[config.mk]
export PLATFORM = sky130hd
export DESIGN_NAME = display_pane_2
export DESIGN_NICKNAME = d
export VERILOG_FILES = /design/src/rtl/display_pane_2.sv
export SDC_FILE = /design/constraint.sdc
export NUM_CORES = 1
export LEC_CHECK = 0
export ABC_AREA = 1
export BUFFER_PORTS_ARGS = -buffer_cell sky130_fd_sc_hd__buf_2
export CAP_MARGIN = 25
export CORE_MARGIN = 4
export CORE_UTILIZATION = 50
export CTS_CLUSTER_DIAMETER = 150
export DETAILED_ROUTE_END_ITERATION = 10
export GPL_ROUTABILITY_DRIVEN = 0
export PLACE_DENSITY_LB_ADDON = 0.3
export SETUP_SLACK_MARGIN = 0.5
export SYNTH_ARGS = -nofsm -noshare
export SYNTH_HDL_FRONTEND = slang
export SYNTH_SLANG_ARGS = --single-unit
[constraint.sdc]
create_clock -name clk -period 5.6 [get_ports clk]
set_input_delay 1.4 -clock clk [delete_from_list [all_inputs] [get_ports clk]]
set_output_delay 1.4 -clock clk [all_outputs]
set_load 0.05 [all_outputs]
[src/rtl/display_pane_2.sv]
// Raster-order pixel source: walks the active frame, looks up each pixel in an
// up-scaled texel ROM one clock ahead, and streams it into the display FIFO.
module display_pane_2 #(
  parameter int H_PIXELS    = 640,
  parameter int V_PIXELS    = 480,
  parameter int SCALE_SHIFT = 3,
  parameter int IMG_W       = 80
) (
  input  logic        clk,
  input  logic        rst,
  input  logic        fifo_full,
  input  logic [23:0] in_pixel,
  output logic        fifo_wr,
  output logic [12:0] rom_addr,
  output logic [23:0] out_pixel
);

  logic [9:0] x, nx;
  logic [8:0] y, ny;
  logic       primed;
  logic       advance;

  // Texel address of a screen coordinate; the constant multiply reduces to shift-adds.
  function automatic logic [12:0] addr_of(input logic [9:0] xx, input logic [8:0] yy);
    logic [12:0] row;
    logic [12:0] col;
    row = 13'(yy >> SCALE_SHIFT);
    col = 13'(xx >> SCALE_SHIFT);
    return row * 13'(IMG_W) + col;
  endfunction

  // Outputs are forced quiet while rst is high so an abandoned frame emits nothing.
  assign fifo_wr   = primed & ~fifo_full & ~rst;
  assign advance   = fifo_wr;
  assign out_pixel = (primed & ~rst) ? in_pixel : 24'h0;

  always_comb begin
    nx = x + 10'd1;
    ny = y;
    if (x == 10'(H_PIXELS - 1)) begin
      nx = '0;
      ny = (y == 9'(V_PIXELS - 1)) ? 9'd0 : y + 9'd1;
    end
  end

  // Look one pixel ahead on a write so the synchronous ROM data lines up with (x,y).
  always_comb begin
    rom_addr = '0;
    if (!rst) rom_addr = advance ? addr_of(nx, ny) : addr_of(x, y);
  end

  always_ff @(posedge clk) begin
    if (rst) begin
      x      <= '0;
      y      <= '0;
      primed <= 1'b0;
    end else begin
      primed <= 1'b1;
      if (advance) begin
        x <= nx;
        y <= ny;
      end
    end
  end

endmodule

# [Word level (Yosys, flattened, before mapping)]
# Cells that the tools add are included.
[word_totals] regBits=20 latch_bits=0 ramBits=0 mem_bits_ro=0 inputBits=27 out_inout_bits=38 elab_cells=25 n_memories=0
[op_classes] add_sub_neg=4 mul=2 div=0 order_cmp=0 eq_ne=2 n_shift=0 muxes=7 bitwise=5 n_reduce_logical=1
[op_table] op="13-bit by 7-bit adder with 13-bit output" n=2
[op_table] op="13-bit 2-to-1 mux" n=2
[op_table] op="24-bit 2-to-1 mux" n=1
[op_table] op="6-bit by 3-bit multiplier with 9-bit output, second input constant" n=2
[op_table] op="9-bit 2-to-1 mux" n=2
[op_table] op="10-bit by 1-bit adder with 10-bit output, second input constant" n=1
[op_table] op="10-bit == test, second input constant" n=1
[op_table] op="10-bit 2-to-1 mux" n=1
[op_table] op="9-bit by 1-bit adder with 9-bit output, second input constant" n=1
[op_table] op="9-bit == test, second input constant" n=1
[op_table] op="1-bit bitwise AND" n=3
[op_table] op="1-bit NOT" n=2
[op_table] op="2-bit AND reduction" n=1
[op_table] op="1-bit 2-to-1 mux" n=1

# [Depth between registers and ports, before layout]
# Gate-level depths: netlist (run 1).
[depth] depth_word=7 ltp_mapped=23 depth_no_buf=23

# [Worst setup path before layout (run 1)]
# OpenSTA, ideal clock, no wires.
[synth_timing] kind="reg2out" start="register x[0]" end="output rom_addr[8]" t_arrival_ps=3742 t_required_ps=4200 path_slack_ps=458 stages_incl_launch_ff=13 path_cell_list="dfxtp_1 ha_1 nand2_1 nor2_1 nand2_2 clkinv_2 nand2_1 xor2_1 ha_1 ha_1 fa_1 and3_1 o31ai_1"
[synth_via] elab_chain_cells=6 elab_cells_between_ends=8
[synth_lines] element="start: declaration" line_no="18" source="logic [9:0] x, nx;"
[synth_lines] element="start signal: assignment" line_no="60" source="x <= nx;"
[synth_lines] element="10-bit == test" line_no="40" source="if (x == 10'(H_PIXELS - 1)) begin"
[synth_lines] element="9-bit 2-to-1 mux" line_no="40"
[synth_lines] element="via ny[4]" line_no="19" source="logic [8:0] y, ny;"
[synth_lines] element="6-bit by 3-bit multiplier with 9-bit output" line_no="29" source="return row * 13'(IMG_W) + col;"
[synth_lines] element="13-bit by 7-bit adder with 13-bit output" line_no="29"
[synth_lines] element="13-bit 2-to-1 mux (2 in series)" line_no="49" source="if (!rst) rom_addr = advance ? addr_of(nx, ny) : addr_of(x, y);"
[synth_lines] element="end: declaration" line_no="14" source="output logic [12:0] rom_addr,"
# The timed path passes the listed nets, and every way through them passes these cells.

# [Worst setup path after layout (run 1)]
[layout_timing] start="register y[3]" end="output rom_addr[12]"
[layout_via] elab_chain_cells=7 elab_cells_between_ends=10
[layout_lines] element="start: declaration" line_no="19"
[layout_lines] element="start signal: assignment" line_no="61" source="y <= ny;"
[layout_lines] element="9-bit by 1-bit adder with 9-bit output / 9-bit == test (equally long branches)" line_no="42" source="ny = (y == 9'(V_PIXELS - 1)) ? 9'd0 : y + 9'd1;"
[layout_lines] element="9-bit 2-to-1 mux" line_no="42"
[layout_lines] element="9-bit 2-to-1 mux (*)" line_no="40"
[layout_lines] element="via ny[3]" line_no="19"
[layout_lines] element="6-bit by 3-bit multiplier with 9-bit output (*)" line_no="29"
[layout_lines] element="13-bit by 7-bit adder with 13-bit output (*)" line_no="29"
[layout_lines] element="13-bit 2-to-1 mux (*) (2 in series)" line_no="49"
# Mark *: on every way through the listed nets, which the timed path passes. The rest lies on a longest branch.

==> summary.md, run 1 <==
| Metric | Value |
|---|---|
| Post-synth top flop | `dfxtp_1` |
| Routed via count | `2499` |
| Vias in the first global route | `2141` |
| Seq/Total Area, Yosys | `0.1747` |
| Most frequent cells in the layout | `nand2_1 (71), buf_2 (62), inv_1 (54)` |
| Final ANT Viol Nets | `0` |
| Setup TNS | `0 ns` |
| Die W | `75.71 um` |
| H-tree Lvls | `1` |
| Fraction of registers with async set/reset | `0` |
| Crit-path max FO | `6` |
| Area grow syn2layout | `27.57%` |
| Port Buffers | `64` |
| Unrepaired setup endpoints after global routing | `yes` |
| Remaining Overflow, GRT | `0` |
| Hold Path Depth | `1` |
| Layout net count | `479` |
| TritonCTS clock tree | `built` |
| First DRT Iteration DRCs | `125` |
| DRC Markers | `0` |
| Clock Path Buffers | `2` |
| Clk pwr share | `0.409` |
| Syn Area/Cell | `6.512 um2` |
| Largest cells by area after synthesis | `dfxtp_1 (17%), ha_1 (13%), nand2_1 (12%)` |
| Max Fclk | `202.1 MHz` |
| Netlist Area Pre-Place | `2292 um2` |
| Share of the synthesized area in the top cell type | `0.1747` |
| Pin count of the biggest net entering global routing | `26` |
| Period utilization | `0.8837` |
| Ys Warns | `0` |
| PwrDens | `122.4 nW/um2` |
| Synthesized net count | `406` |
| Hold Vio Cnt, Final | `0` |
| Clk_skew | `0.003423 ns` |
| P_int | `256.8 uW` |
| Crit. End Element | `output port` |
| Total CTS buffers | `3` |
| DR WL/cell | `12.62 um` |
| First drt pass iteration count | `4` |
| Starting Density | `0.5228` |
| Peak supply drop | `0.0001767 V` |
| Clk Latency, worst-skew pair | `0.26 ns` |
| Most common cell after layout, fill and taps aside | `nand2_1` |
| WP data required | `4.20 ns` |
| Combinational group share of total power | `0.186` |
| Cells after synthesis | `352` |
| Number of max-cap violations | `0` |
| Max-slew violations | `0` |
| Ratio of cells with drive above 1 in the final layout | `0.3042` |
| Core footprint | `4384 um2` |
| Worst Setup Start Kind | `flip-flop` |
| Setup Viol. Count Final | `0` |
| Switching fraction of total power | `0.2827` |
| CTS Sinks | `20` |
| Final Util | `0.6670` |
| Net Switching | `101.2 uW` |
| Post-synth EDFFs | `0` |
| Clk slew on worst S/H paths | `0.08 ns` |
| Post-layout min period | `4.949 ns` |
| Status | `complete, no violations` |
| First-pass GRT wire length | `9149 um` |
| HP Class | `reg -> reg` |
| Yosys reg bits | `20` |
| Sequential share of power | `0.405` |
| Vias per cell | `5.250` |
| Initial antenna violation count | `0` |
| Die area | `5732 um2` |
| Crit Path Class | `reg -> out` |
| Clock root buffer | `clkbuf_8` |
| Measured slew at the worst slew-check pin | `0.4120 ns` |
| Slew margin rel. | `0.7234` |
| Die Y | `75.71 um` |
| GRT Util Overall | `0.2038` |
| Register-to-Register Path Depth | `9` |
| N_diodes | `0` |
| WL final | `6005 um` |
| Netlist cell types | `45` |
| Final HPWL DP | `4603 um` |
| Leading area contributor after synthesis | `dfxtp_1` |
| I/O Pins | `65` |
| Row cnt | `24` |
| P_leak | `0.001615 uW` |
| Crit path DAT | `3.55 ns` |
-- flip-flops by register name (all words and copies together), names as in the netlist --
register  flops
primed        1
x            10
y             9
-- worst max-delay path, stage by stage (launching register included) --
cell,delay [ns]
dfxtp_1,0.48
inv_1,0.18
nor2_4,0.19
nand2_2,0.09
nor3_4,0.18
nand2_1,0.10
inv_1,0.08
nor2_1,0.08
ha_1,0.21
ha_2,0.21
fa_1,0.54
buf_4,0.12
and3_4,0.19
nand2_1,0.08
nor2_1,0.11
nand3_1,0.08
a21oi_1,0.14
buf_4,0.21
-- logic make-up after synthesis --
kind of cell | synth area share
simple gates | 0.3897
buf+inv | 0.1152
compound gates | 0.1064
flops | 0.1747
xor+xnor | 0.05349
fa+ha+maj | 0.1605
-- repair_timing --
item | CTS | global route
pin swaps | 2 | 11
endpoints found under the hold margin | 0 | 0
endpoints found under the setup margin | 4 | 4
gates resized for setup | 10 | 32
hold buffers | 0 | 0
setup buffers | 2 | 7
-- synthesized netlist by cell type (2+ instances only) --
cell type / instances
ha_1: 23
nor3_1: 5
o21ai_0: 6
nand2_1: 75
or2_0: 2
buf_2: 2
a21oi_1: 10
nand3_1: 27
clkbuf_1: 2
nor2_4: 3
nor2_1: 49
xor2_1: 7
o22ai_1: 5
nand2_2: 3
inv_2: 2
or2_1: 2
nand4_1: 5
nor3_2: 2
inv_4: 2
o31ai_1: 2
o21ai_1: 4
fa_1: 4
nor3b_1: 2
a22o_1: 2
and3_1: 2
dfxtp_1: 20
nand2_4: 3
xnor2_1: 7
inv_1: 56
nand3b_1: 3
-- power groups by stage --
stage	Combinational (uW)	Clock, uW	Sequential [uW]
global placement	65.5	0	148
floorplan	46.3	0	148
CTS	66.4	148	145
detailed placement	66.2	0	148
finish	66.7	146	145
global route	72.2	154	145
-- cell type report --
| cell class | instances | area (um2) |
|---|---|---|
| multi-input cells | 266 | 1737 |
| fillers | 380 | 1460 |
| flip-flops and latches | 20 | 411.6 |
| repair buffers | 73 | 400.4 |
| inverters | 61 | 239.0 |
| well taps | 52 | 65.06 |
| clock buffers | 3 | 41.29 |
| clock inverters | 1 | 30.03 |
-- layer usage --
metal	global-route usage	routed length, um	vias up	share of wire
met5	0	0	-	0
li1	-	-	1277	-
met3	0.03562	511	13	0.085
met2	0.3490	2780	95	0.46
met1	0.2560	2602	1114	0.43
met4	0.07379	110	0	0.018
-- stage by stage --
step	power, uW	setup WS (ns)	area [um2]	instances	hold slack (ns)
2_1_floorplan	194.0	0.5455	2297	352	0.4666
6_report	358.0	0.6513	2924	476	0.4763
5_1_grt	371.5	0.3998	2924	476	0.4887
3_3_place_gp	213.3	0.6692	2654	463	0.4830
4_1_cts	358.7	0.5008	2780	469	0.5006
3_5_place_dp	214.0	0.4929	2654	463	0.4890
-- worst paths after layout --
kind	slack, ns	end	start
worst max-delay path	0.65	rom_addr[12]	y[3]
worst min-delay path	0.48	y[0]	y[0]
worst max register to register	3.86	x[3]	primed
worst min register to register	0.48	y[0]	y[0]
Note: power is estimated with default switching activity, not from simulation.
==> run 2: changes to the inputs <==
==> constraint.sdc (replaced) <==
create_clock -name clk -period 5.05 [get_ports clk]
set_input_delay 1.2625 -clock clk [delete_from_list [all_inputs] [get_ports clk]]
set_output_delay 1.2625 -clock clk [all_outputs]
set_load 0.05 [all_outputs]
==> summary.md, run 2 (synthesis results as in run 1) <==
| Metric | Value |
|---|---|
| Status | `complete, no violations` |
| Switching fraction of total power | `0.2846 (+0.001861)` |
| Buf+Inv Stages, Crit Path | `5 (+1)` |
| Crit-path max FO | `4 (-2)` |
| Die area | `5732 um2 (unchanged)` |
| Most common cell after layout, fill and taps aside | `nand2_1` |
| Die Y | `75.71 um (unchanged)` |
| Pin count of the biggest net entering global routing | `26 (unchanged)` |
| Area grow syn2layout | `39.47%` |
| Setup Viol. Count Final | `0 (unchanged)` |
| Max Fclk | `210.1 MHz` |
| HP Class | `reg -> reg` |
| H-tree Lvls | `1 (unchanged)` |
| Clk pwr share | `0.405 (-0.004)` |
| Worst setup path start | `x[0]` |
| Crit. End Element | `output port` |
| First-pass GRT wire length | `10560 um (+15%)` |
| Starting Density | `0.5228 (unchanged)` |
| Measured slew at the worst slew-check pin | `0.4035 ns (-0.008458 ns)` |
| Combinational group share of total power | `0.195 (+0.009)` |
| # hold bufs at CTS | `0 (unchanged)` |
| Number of max-cap violations | `0 (unchanged)` |
| Setup TNS | `0 ns (unchanged)` |
| Hold Vio Cnt, Final | `0 (unchanged)` |
| PwrDens | `124.7 nW/um2 (+1.9%)` |
| First DRT Iteration DRCs | `150 (+20%)` |
| Die W | `75.71 um (unchanged)` |
| Crit path largest cell delay | `0.50 ns (-0.04 ns)` |
| Sequential share of power | `0.399 (-0.006)` |
| Top flop regs | `x x10, y x9, primed x1` |
| Slowest CP cell | `fa_1` |
| Net Switching | `113.5 uW (+12%)` |
| WP data required | `3.79 ns (-0.41 ns)` |
| Final HPWL DP | `4814 um (+4.6%)` |
| Vias in the first global route | `2329 (+8.8%)` |
| Most frequent cells in the layout | `nand2_1 (68), buf_2 (58), inv_1 (52)` |
| Register-to-Register Path Depth | `11 (+2)` |
| Routed via count | `2598 (+4.0%)` |
| CTS Sinks | `20 (unchanged)` |
| Crit Path Class | `reg -> out` |
| TritonCTS clock tree | `built` |
| Clk Latency, worst-skew pair | `0.26 ns (about the same)` |
| CP Depth | `24 (+7)` |
| Fill count | `345 (-9.2%)` |
| Critical Path End | `rom_addr[11]` |
| I/O Pins | `65 (unchanged)` |
| First drt pass iteration count | `4 (unchanged)` |
| GRT Util Overall | `0.2409 (+0.03709)` |
| Worst Setup Start Kind | `flip-flop` |
| Slew margin rel. | `0.7301 (+0.006700)` |
| Remaining Overflow, GRT | `0 (unchanged)` |
| Layout net count | `496 (+3.5%)` |
| DR WL/cell | `14.11 um (+12%)` |
| Clk_skew | `0.004311 ns (+0.0008878 ns)` |
| P_int | `285.2 uW (+11%)` |
| Core footprint | `4384 um2 (unchanged)` |
| Clock root buffer | `clkbuf_8` |
| N_diodes | `0 (unchanged)` |
| Post-layout min period | `4.760 ns` |
| WL final | `6957 um (+16%)` |
| P_leak | `0.001708 uW (+5.8%)` |
| Crit path DAT | `3.50 ns (-0.05 ns)` |
| R2R Setup Slk | `3.19 ns (-0.67 ns)` |
| Delay-heaviest family, CP | `simple AND/OR/NAND/NOR gates` |
| Final Util | `0.7292 (+0.06222)` |
| Unrepaired setup endpoints after global routing | `yes` |
| Worst R2R Start | `y[4]` |
| Max reg flops | `10 (unchanged)` |
| Port Buffers | `64 (unchanged)` |
| Crit path cell chain | `ha_4 > nand2_4 > nor2_4 > nand2_4 > clkinv_4 > nand4_2 > or2_1 > nand2_2 > nor2_4 > ha_4 > ha_4 > fa_1 > nand2_1 > inv_1 > nand4_1 > nand2_1 > nand2_2 > nor2_2 > inv_1 > nand3_1 > nand3_1 > nand2_2 > clkinvlp_4 > buf_8` |
| Most flops, register | `x` |
| Initial antenna violation count | `0 (unchanged)` |
| Row cnt | `24 (unchanged)` |
| Ratio of cells with drive above 1 in the final layout | `0.3719 (+0.06764)` |
| Total CTS buffers | `3 (unchanged)` |
| Vias per cell | `5.270 (+0.38%)` |
| Max-slew violations | `0 (unchanged)` |
| Peak supply drop | `0.0001591 V (-10%)` |
| DRC Markers | `0 (unchanged)` |
| Worst reg2reg endpoint | `y[0]` |
| Clk slew on worst S/H paths | `0.08 ns (about the same)` |
| Period utilization | `0.9425` |
| Clock Path Buffers | `2 (unchanged)` |
| Final ANT Viol Nets | `0 (unchanged)` |
| Worst hold start | `y[1]` |
-- run 2: timing repair --
| action | CTS | global route |
|---|---|---|
| setup buffers | 18 | 6 |
| resized for setup | 53 | 17 |
| setup endpoints to repair | 6 | 6 |
| pin swaps | 23 | 20 |
-- run 2: final cells by class --
cell class / count / area (um2) / area share
repair buffers: 90 / 549.3 / 0.1718
clock inverters: 1 / 30.03 / 0.009393
inverters: 61 / 242.7 / 0.07593
flip-flops and latches: 20 / 421.7 / 0.1319
clock buffers: 3 / 41.29 / 0.01292
multi-input cells: 266 / 1847 / 0.5777
well taps: 52 / 65.06 / 0.02035
-- run 2: worst min-delay path by stage --
stage	slack (ns)	depth (start not counted)	end
3_3_place_gp	0.49	1	x[1]
6_report	0.51	2	y[1]
3_5_place_dp	0.50	2	y[1]
5_1_grt	0.52	2	y[1]
4_1_cts	0.51	2	y[1]
2_1_floorplan	0.47	1	x[1]
-- run 2: worst reg2reg max path, cell delays in order (launching register included) --
cell and delay, ns:
dfxtp_4 0.38, inv_1 0.19, nor2_1 0.10, nand2_1 0.13
nor3_2 0.06, buf_4 0.14, buf_4 0.12, buf_4 0.12
buf_4 0.12, buf_4 0.12, buf_4 0.12, o31ai_2 0.19
-- run 2: per-layer routing --
layer / wire, um / vias to the layer above / GRT usage / share of wire
met3: 614 / 13 / 0.03166 / 0.088
met2: 3524 / 123 / 0.4391 / 0.51
met1: 2688 / 1156 / 0.2900 / 0.39
met4: 129 / 0 / 0.07961 / 0.019
met5: 0 / - / 0 / 0
li1: - / 1306 / - / -
-- run 2: power by group through the flow --
stage / logic, uW / clock network, uW / registers, uW
6_report: 77.9 / 162 / 159
5_1_grt: 83.1 / 171 / 159
3_3_place_gp: 73.4 / 0 / 164
3_5_place_dp: 74.2 / 0 / 164
2_1_floorplan: 52.2 / 0 / 164
4_1_cts: 77.5 / 162 / 160
-- run 2: through the flow --
step / instance area, um2 / power, uW / hold slack (ns) / worst slack [ns] / instances
after floorplan: 2335 / 215.9 / 0.4666 / 0.5124 / 352
after global placement: 2706 / 237.3 / 0.4888 / 0.2925 / 465
after detailed placement: 2706 / 238.3 / 0.4958 / 0.1862 / 465
after CTS: 3107 / 399.7 / 0.5100 / 0.3678 / 487
after global routing: 3197 / 413.4 / 0.5185 / 0.07061 / 493
final: 3197 / 398.7 / 0.5081 / 0.2905 / 493
